`config.mk`:
```
export PLATFORM = sky130hd
export DESIGN_NAME = ahb_lsu
export DESIGN_NICKNAME = d
export VERILOG_FILES = /design/src/rtl/ahb_pkg.sv /design/src/rtl/ahb_lsu_lane.sv /design/src/rtl/ahb_lsu.sv
export SDC_FILE = /design/constraint.sdc
export NUM_CORES = 1
export LEC_CHECK = 0
export CAP_MARGIN = 5
export CORE_ASPECT_RATIO = 0.75
export CORE_UTILIZATION = 48
export DETAILED_ROUTE_END_ITERATION = 10
export GPL_TIMING_DRIVEN = 0
export PLACE_DENSITY = 0.87
export RECOVER_POWER = 25
export SYNTH_ARGS = -nofsm -noshare
export SYNTH_HDL_FRONTEND = slang
export SYNTH_SLANG_ARGS = --single-unit
```
`constraint.sdc`:
```
create_clock -name HCLK -period 9.1 [get_ports HCLK]
set_clock_uncertainty 0.2 [all_clocks]
set_input_delay 2.73 -clock HCLK [delete_from_list [all_inputs] [get_ports HCLK]]
set_output_delay 2.73 -clock HCLK [all_outputs]
set_load 0.01 [all_outputs]
```
`src/rtl/ahb_pkg.sv`:
```
// Shared AHB-Lite encodings and the LSU access-size type used by ahb_lsu
// and its lane helper.
package ahb_pkg;

    localparam logic [1:0] HTRANS_IDLE   = 2'b00;
    localparam logic [1:0] HTRANS_NONSEQ = 2'b10;

    localparam logic [2:0] HSIZE_BYTE    = 3'b000;
    localparam logic [2:0] HSIZE_HALF    = 3'b001;
    localparam logic [2:0] HSIZE_WORD    = 3'b010;

    localparam logic [2:0] HBURST_SINGLE = 3'b000;

    localparam logic       HRESP_OKAY    = 1'b0;
    localparam logic       HRESP_ERROR   = 1'b1;

    typedef enum logic [1:0] {
        LSU_BYTE = 2'd0,
        LSU_HALF = 2'd1,
        LSU_WORD = 2'd2
    } lsu_size_t;

    // The reserved encoding 3 behaves as a word access.
    function automatic lsu_size_t lsu_size_norm(input logic [1:0] raw);
        case (raw)
            2'd0:    return LSU_BYTE;
            2'd1:    return LSU_HALF;
            default: return LSU_WORD;
        endcase
    endfunction

    function automatic logic [2:0] lsu_hsize(input lsu_size_t s);
        case (s)
            LSU_BYTE: return HSIZE_BYTE;
            LSU_HALF: return HSIZE_HALF;
            default:  return HSIZE_WORD;
        endcase
    endfunction

endpackage

```
`src/rtl/ahb_lsu_lane.sv`:
```
// Byte-lane steering for ahb_lsu: shifts store data onto its AHB lanes and
// extracts / sign- or zero-extends load data from hrdata.
module ahb_lsu_lane
    import ahb_pkg::*;
#(
    parameter int DATA_WIDTH = 32
) (
    input  logic [1:0]            addr_lo,
    input  lsu_size_t             size,
    input  logic                  is_unsigned,
    input  logic [DATA_WIDTH-1:0] st_data,
    input  logic [DATA_WIDTH-1:0] ld_data,
    output logic [DATA_WIDTH-1:0] st_lane,
    output logic [DATA_WIDTH-1:0] ld_ext
);

    logic [4:0]            shamt;
    logic [DATA_WIDTH-1:0] ld_shift;

    assign shamt    = {addr_lo, 3'b000};
    assign st_lane  = st_data << shamt;
    assign ld_shift = ld_data >> shamt;

    always_comb begin
        ld_ext = ld_shift;
        case (size)
            LSU_BYTE: ld_ext = {{(DATA_WIDTH-8){~is_unsigned & ld_shift[7]}}, ld_shift[7:0]};
            LSU_HALF: ld_ext = {{(DATA_WIDTH-16){~is_unsigned & ld_shift[15]}}, ld_shift[15:0]};
            default:  ld_ext = ld_shift;
        endcase
    end

endmodule

```
`src/rtl/ahb_lsu.sv`:
```
// Core-side load/store unit: single AHB-Lite master with a registered address
// stage and data stage. Optional macro AHB_LSU_MISALIGN_CHECK_EN rejects
// misaligned half/word accesses instead of forcing them aligned.
module ahb_lsu
    import ahb_pkg::*;
#(
    parameter int         ADDR_WIDTH = 32,
    parameter int         DATA_WIDTH = 32,
    parameter logic [3:0] HPROT_VAL  = 4'b0011
) (
    input  logic                  HCLK,
    input  logic                  HRESET,

    input  logic                  req_valid,
    output logic                  req_ready,
    input  logic                  req_write,
    input  logic [ADDR_WIDTH-1:0] req_addr,
    input  logic [DATA_WIDTH-1:0] req_wdata,
    input  logic [1:0]            req_size,
    input  logic                  req_unsigned,

    output logic                  rsp_valid,
    output logic [DATA_WIDTH-1:0] rsp_rdata,
    output logic                  rsp_error,

    output logic                  hsel,
    output logic [ADDR_WIDTH-1:0] haddr,
    output logic [1:0]            htrans,
    output logic                  hwrite,
    output logic [2:0]            hsize,
    output logic [2:0]            hburst,
    output logic [3:0]            hprot,
    output logic                  hmastlock,
    output logic [DATA_WIDTH-1:0] hwdata,
    input  logic [DATA_WIDTH-1:0] hrdata,
    input  logic                  hready,
    input  logic                  hresp
);

    logic                  accept;
    logic                  err_hold;
    logic                  req_mis;
    lsu_size_t             req_sz;
    logic [ADDR_WIDTH-1:0] req_addr_al;

    logic                  ap_valid;
    logic                  ap_bypass;
    logic                  ap_write;
    logic                  ap_unsigned;
    lsu_size_t             ap_size;
    logic [ADDR_WIDTH-1:0] ap_addr;
    logic [DATA_WIDTH-1:0] ap_wdata;

    logic                  dp_valid;
    logic                  dp_bypass;
    logic                  dp_write;
    logic                  dp_unsigned;
    lsu_size_t             dp_size;
    logic [1:0]            dp_addr_lo;
    logic [DATA_WIDTH-1:0] dp_wdata;

    logic                  dp_done;
    logic                  bus_err;
    logic [DATA_WIDTH-1:0] st_lane;
    logic [DATA_WIDTH-1:0] ld_ext;

    assign req_ready = hready & ~err_hold;
    assign accept    = req_valid & req_ready;
    assign req_sz    = lsu_size_norm(req_size);

`ifdef AHB_LSU_MISALIGN_CHECK_EN
    always_comb begin
        req_mis = 1'b0;
        case (req_sz)
            LSU_HALF: req_mis = req_addr[0];
            LSU_WORD: req_mis = |req_addr[1:0];
            default:  req_mis = 1'b0;
        endcase
    end

    assign req_addr_al = req_addr;
`else
    assign req_mis = 1'b0;

    always_comb begin
        req_addr_al = req_addr;
        case (req_sz)
            LSU_HALF: req_addr_al[0]   = 1'b0;
            LSU_WORD: req_addr_al[1:0] = 2'b00;
            default:  req_addr_al      = req_addr;
        endcase
    end
`endif

    // A rejected (bypass) request rides the AP/DP slots without driving the
    // bus, which keeps its response in order and at the normal latency.
    always_ff @(posedge HCLK or posedge HRESET) begin
        if (HRESET) begin
            ap_valid    <= 1'b0;
            ap_bypass   <= 1'b0;
            ap_write    <= 1'b0;
            ap_unsigned <= 1'b0;
            ap_size     <= LSU_BYTE;
            ap_addr     <= '0;
            ap_wdata    <= '0;
        end else if (hready) begin
            ap_valid  <= accept & ~req_mis;
            ap_bypass <= accept & req_mis;
            if (accept) begin
                ap_write    <= req_write;
                ap_unsigned <= req_unsigned;
                ap_size     <= req_sz;
                ap_addr     <= req_addr_al;
                ap_wdata    <= req_wdata;
            end
        end
    end

    always_ff @(posedge HCLK or posedge HRESET) begin
        if (HRESET) begin
            dp_valid    <= 1'b0;
            dp_bypass   <= 1'b0;
            dp_write    <= 1'b0;
            dp_unsigned <= 1'b0;
            dp_size     <= LSU_BYTE;
            dp_addr_lo  <= 2'b00;
            dp_wdata    <= '0;
        end else if (hready) begin
            dp_valid    <= ap_valid;
            dp_bypass   <= ap_bypass;
            dp_write    <= ap_write;
            dp_unsigned <= ap_unsigned;
            dp_size     <= ap_size;
            dp_addr_lo  <= ap_addr[1:0];
            dp_wdata    <= ap_wdata;
        end
    end

    ahb_lsu_lane #(
        .DATA_WIDTH (DATA_WIDTH)
    ) u_lane (
        .addr_lo     (dp_addr_lo),
        .size        (dp_size),
        .is_unsigned (dp_unsigned),
        .st_data     (dp_wdata),
        .ld_data     (hrdata),
        .st_lane     (st_lane),
        .ld_ext      (ld_ext)
    );

    assign dp_done = hready & (dp_valid | dp_bypass);
    assign bus_err = dp_bypass | (dp_valid & (hresp == HRESP_ERROR));

    always_ff @(posedge HCLK or posedge HRESET) begin
        if (HRESET) begin
            rsp_valid <= 1'b0;
            rsp_error <= 1'b0;
            rsp_rdata <= '0;
            err_hold  <= 1'b0;
        end else begin
            rsp_valid <= dp_done;
            rsp_error <= dp_done & bus_err;
            rsp_rdata <= (dp_done & dp_valid & ~dp_write & (hresp == HRESP_OKAY)) ? ld_ext : '0;
            err_hold  <= dp_done & dp_valid & (hresp == HRESP_ERROR);
        end
    end

    assign htrans    = ap_valid ? HTRANS_NONSEQ : HTRANS_IDLE;
    assign hsel      = htrans[1];
    assign haddr     = ap_addr;
    assign hwrite    = ap_write;
    assign hsize     = lsu_hsize(ap_size);
    assign hburst    = HBURST_SINGLE;
    assign hprot     = HPROT_VAL;
    assign hmastlock = 1'b0;
    assign hwdata    = (dp_valid & dp_write) ? st_lane : '0;

endmodule
```
# Word level (Yosys, flattened, before mapping)
# Index checks and enable logic that the tools add are counted.
# classes
n_eq_ne,5
reduce_logical,5
n_shift,2
n_mux,8
bitwise_logic,16
# op_table
operator,n
$mux W32,2
$pmux W32 S2,1
$shl A32 B5 Y32,1
$shr A32 B5 Y32,1
$and A1 B1 Y1,12
$eq A2 B1 Y1 const B,4
$pmux W2 S2,2
$logic_not A2 Y1,3
$not A1 Y1,4
$eq A2 B2 Y1 const B,1
$mux W1,2
$mux W2,1
$reduce_and A2 Y1,1
$reduce_or A2 Y1,1
# word_totals
reg_bits,143
out_inout_bits,114
word_cells,52
inputBits,105

# Longest topological paths before layout
# logic_depth
depth_word,5
ltp_mapped,7
depth_no_buf,4

# Modules after synthesis
# A second synthesis with hierarchy kept.
# unflattened
hier_cells,558
area_unflattened_um2,6867.8
# by_module_without_submodules
module,area_each_um2,seq_area_each_um2,n_inst,cells_each
ahb_lsu,5516.5,3578.4,1,362
ahb_lsu_lane,1351.3,0.0,1,196

# Worst setup path before layout
# OpenSTA, ideal clock, no wires.
# synth_timing
kind,input port to output port
from,input port hready
to,output port req_ready
required_ns,6.170
setup_slack_ns,3.107
n_path_buf,1
cell_stages,2
arrival_time_ns,3.063
cell_sequence,buf_4 -> and2b_1
# synth_via
elab_chain_cells,1
# synth_rtl
item,line,rtl
"start, declared",ahb_lsu.sv:36,"input logic hready,"
$and A1 B1 Y1,ahb_lsu.sv:67,assign req_ready = hready & ~err_hold;
"end, declared",ahb_lsu.sv:15,"output logic req_ready,"
# Every way passes these cells.

# Worst setup path in the final report
# Ends and elaborated chain as after synthesis.

==> results.py <==
metrics = {
    "grt": {
        "grt_pass1_vias": 5018,
        "antenna_found_initial": 0,
        "track_usage": 0.272,
        "grt_max_degree": 82,
        "grt_pass1_wl_mm": 27.3,
        "grt-ovfl-total": 0,
    },
    "detailed_routing": {
        "drc": 0,
        "drtAntennaViolNets": 0,
        "drt_wl_total_mm": 17.6,
        "viasPerCell": 5.41,
        "first_pass_iters": 5,
        "vias": 4890,
        "post_drt_wl_per_cell_um": 19.5,
        "drt_first_iter_violations": 305,
    },
    "logic_synthesis": {
        "yosysSeqAreaShare": 0.571,
        "syn_inst": 490,
        "yosys_register_bits": 143,
        "synth_compound_area_frac": 0.0691,
        "synthesis.area_mm2": 0.00626,
        "synth_simple_gate_area_frac": 0.0751,
        "synth_adder_area_share": 0,
        "synth_cell_types": 34,
        "synth_mux_area_frac": 0.241,
        "synth_top_family_by_area": "multiplexers",
        "synth_xor_area_frac": 0,
        "synth_area_per_cell_um2": 12.8,
        "yosys_warnings": 0,
    },
    "sta": {
        "tns_ns": 0,
        "finalSetupViolCount": 0,
        "min_period_over_period": 0.748,
        "grt_setup_unrepaired": "no",
        "worst_pin_slew_ns": 2.81,
        "hold_slack_ns": 0.300,
        "postLayoutSetupSlackWorst_ns": 2.29,
        "period_minus_slack_ns": 6.81,
        "hold_violations": 0,
        "fmax_mhz": 147,
        "relSlewSlack": -0.881,
        "slew_violations": 63,
    },
    "cells_and_area": {
        "n_fill_cell": 816,
        "drive_gt1_frac": 0.232,
        "diodes": 0,
        "multi_input_area_mm2": 0.00245,
        "regArea_mm2": 0.00358,
        "fin_nets": 830,
        "layout_commonest_cell": "clkdlybuf4s50_1",
        "syn2layout_area_growth_pct": 45.8,
        "final_cell_mix": "clkdlybuf4s50_1, dfrtp_1, mux2_2, mux2i_1, nand2_1",
    },
    "floorplanning": {
        "fp-row-count": 35,
        "die_w_um": 134,
        "design.die.area_mm2": 0.0135,
        "ios": 219,
        "coreArea_mm2": 0.0125,
        "start_util": 0.502,
        "die_y_um": 101,
    },
    "clocking": {
        "post_cts_resized": 0,
        "cts.reportedPaths.clkPinSlew_ns": 0.06,
        "cts_tree": "yes",
        "root_buffer": "clkbuf_16",
        "clk_latency_ns": 0.41,
        "cts_buffers": 17,
        "post_cts_buffers": 0,
        "htree_levels": 4,
        "postCtsHoldBufs": 0,
        "clkSinkCount": 143,
        "clock_path_buffers": 2,
    },
    "critical_path": {
        "timing.critical_path.to_type": "output pin",
        "start_kind": "primary input",
        "required_ns": 6.17,
        "endpoint": "req_ready",
        "crit_chain": "clkbuf_1 -> and2b_1 -> clkdlybuf4s50_1",
        "reg2reg_slack_ns": 7.04,
        "rr_worst_depth": 6,
        "r2r-start": "dp_write",
        "arrival_ns": 3.88,
        "startpoint": "hready",
        "critPathKind": "in -> out",
        "slowest_delay_ns": 0.54,
        "cp_max_fo": 10,
        "r2r-end": "rsp_rdata[22]",
        "slowest_stage": "clkdlybuf4s50_1",
    },
    "outcome": {
        "outcome": "finished, violations left",
        "violations": "max-capacitance violations, max-slew violations",
    },
    "power_and_ir_drop": {
        "power_density_mw_per_mm2": 206,
        "ir_drop_uv": 160,
        "p_leak_uw": 0.00384,
    },
    "placement": {
        "pre_cts_ws_ns": 2.56,
        "gp_congestion": 0.970,
        "portBuffers": 207,
        "dp_hpwl_mm": 12.8,
    },
    "hold_path": {
        "hp-class": "reg -> reg",
    },
    "run": {
        "maxCapViolations": 1,
    },
}
-- per-stage QoR --
stage / power [µW] / utilization / cells / area (µm²)
4_1_cts: 1890 / 0.732 / 904 / 9140
3_3_place_gp: 1240 / 0.687 / 871 / 8570
3_5_place_dp: 1260 / 0.690 / 872 / 8610
6_report: 1880 / 0.732 / 904 / 9130
5_1_grt: 1960 / 0.732 / 904 / 9130
2_1_floorplan: 1020 / - / 498 / 6290
-- worst max-delay path: cells and delay by family --
kind | cells | cell delay (ns)
buf+inv | 2 | 0.92
simple gates | 1 | 0.23
-- synth_stat cells --
cell type,n,share of area
a21oi_1,15,0.012
buf_6,1,0.0018
o2bb2ai_1,1,0.0014
and2b_1,1,0.0012
inv_1,3,0.0018
a21oi_2,1,0.0014
o21ai_0,12,0.0096
mux2i_1,33,0.053
buf_2,15,0.012
nand3_1,2,0.0016
mux2_1,2,0.0036
and3_1,3,0.0030
a211oi_1,14,0.017
and2_1,16,0.016
or2_2,2,0.0020
nand2_1,32,0.019
a221oi_1,8,0.011
nor2_1,19,0.011
conb_1,2,0.0012
o2111ai_2,1,0.0024
mux2_2,103,0.19
buf_1,2,0.0012
buf_4,16,0.019
o21ai_1,8,0.0064
nor4b_4,1,0.0038
o22ai_1,8,0.0080
nand2b_1,2,0.0020
nand4bb_1,1,0.0018
or3_1,2,0.0020
clkbuf_1,10,0.0060
nor3_1,1,0.00080
nor2b_1,9,0.0090
dfrtp_1,143,0.57
or3b_1,1,0.0014
-- routing by layer --
| layer | GRT usage | share of wire | up-vias | wire [µm] |
|---|---|---|---|---|
| met5 | 0 | 0 | - | 0 |
| met4 | 0.0892 | 0.016 | 0 | 284 |
| met3 | 0.0769 | 0.088 | 26 | 1550 |
| met2 | 0.464 | 0.50 | 274 | 8720 |
| met1 | 0.336 | 0.40 | 2417 | 7040 |
| li1 | - | - | 2173 | - |
-- logic make-up (layout without fill, tap and decap cells) --
| group | Yosys count | after routing |
|---|---|---|
| other cells | 2 | 10 |
| simple gates | 92 | 92 |
| compound gates | 68 | 68 |
| mux | 138 | 138 |
| flops | 143 | 143 |
| buf+inv | 47 | 287 |
-- how the worst min path moves through the flow --
stage / start / endpoint / slack (ns) / cells past startpoint
6_report: ap_wdata[6] / dp_wdata[6] / 0.30 / 1
5_1_grt: ap_wdata[4] / dp_wdata[4] / 0.32 / 1
4_1_cts: ap_wdata[29] / ap_wdata[29] / 0.30 / 1
3_5_place_dp: ap_wdata[22] / dp_wdata[22] / 0.29 / 1
3_3_place_gp: ap_wdata[5] / ap_wdata[5] / 0.28 / 1
2_1_floorplan: ap_size[0] / ap_size[0] / 0.26 / 2
-- registers in the layout, indices dropped and copies added, names as in the netlist, 2 cells and up --
register and cells:
ap_size 2, dp_wdata 32, rsp_rdata 32, dp_addr_lo 2, dp_size 2, ap_wdata 32, haddr 32
-- power breakdown --
group	internal [µW]	leakage (µW)	switching [µW]	total, µW
sequential	734	0.00176	67.7	801
clock	355	0.000244	274	629
combinational	256	0.00183	195	450
total	1340	0.00384	537	1880
-- layout make-up --
| cell class | instances | area share |
|---|---|---|
| Sequential cell | 143 | 0.392 |
| Multi-Input combinational cell | 308 | 0.269 |
| Timing Repair Buffer | 208 | 0.230 |
| Clock buffer | 19 | 0.0485 |
| Buffer | 44 | 0.0270 |
| Tap cell | 166 | 0.0227 |
| Clock inverter | 13 | 0.00987 |
| Inverter | 3 | 0.00137 |
Power figures use the tool's default switching activity.
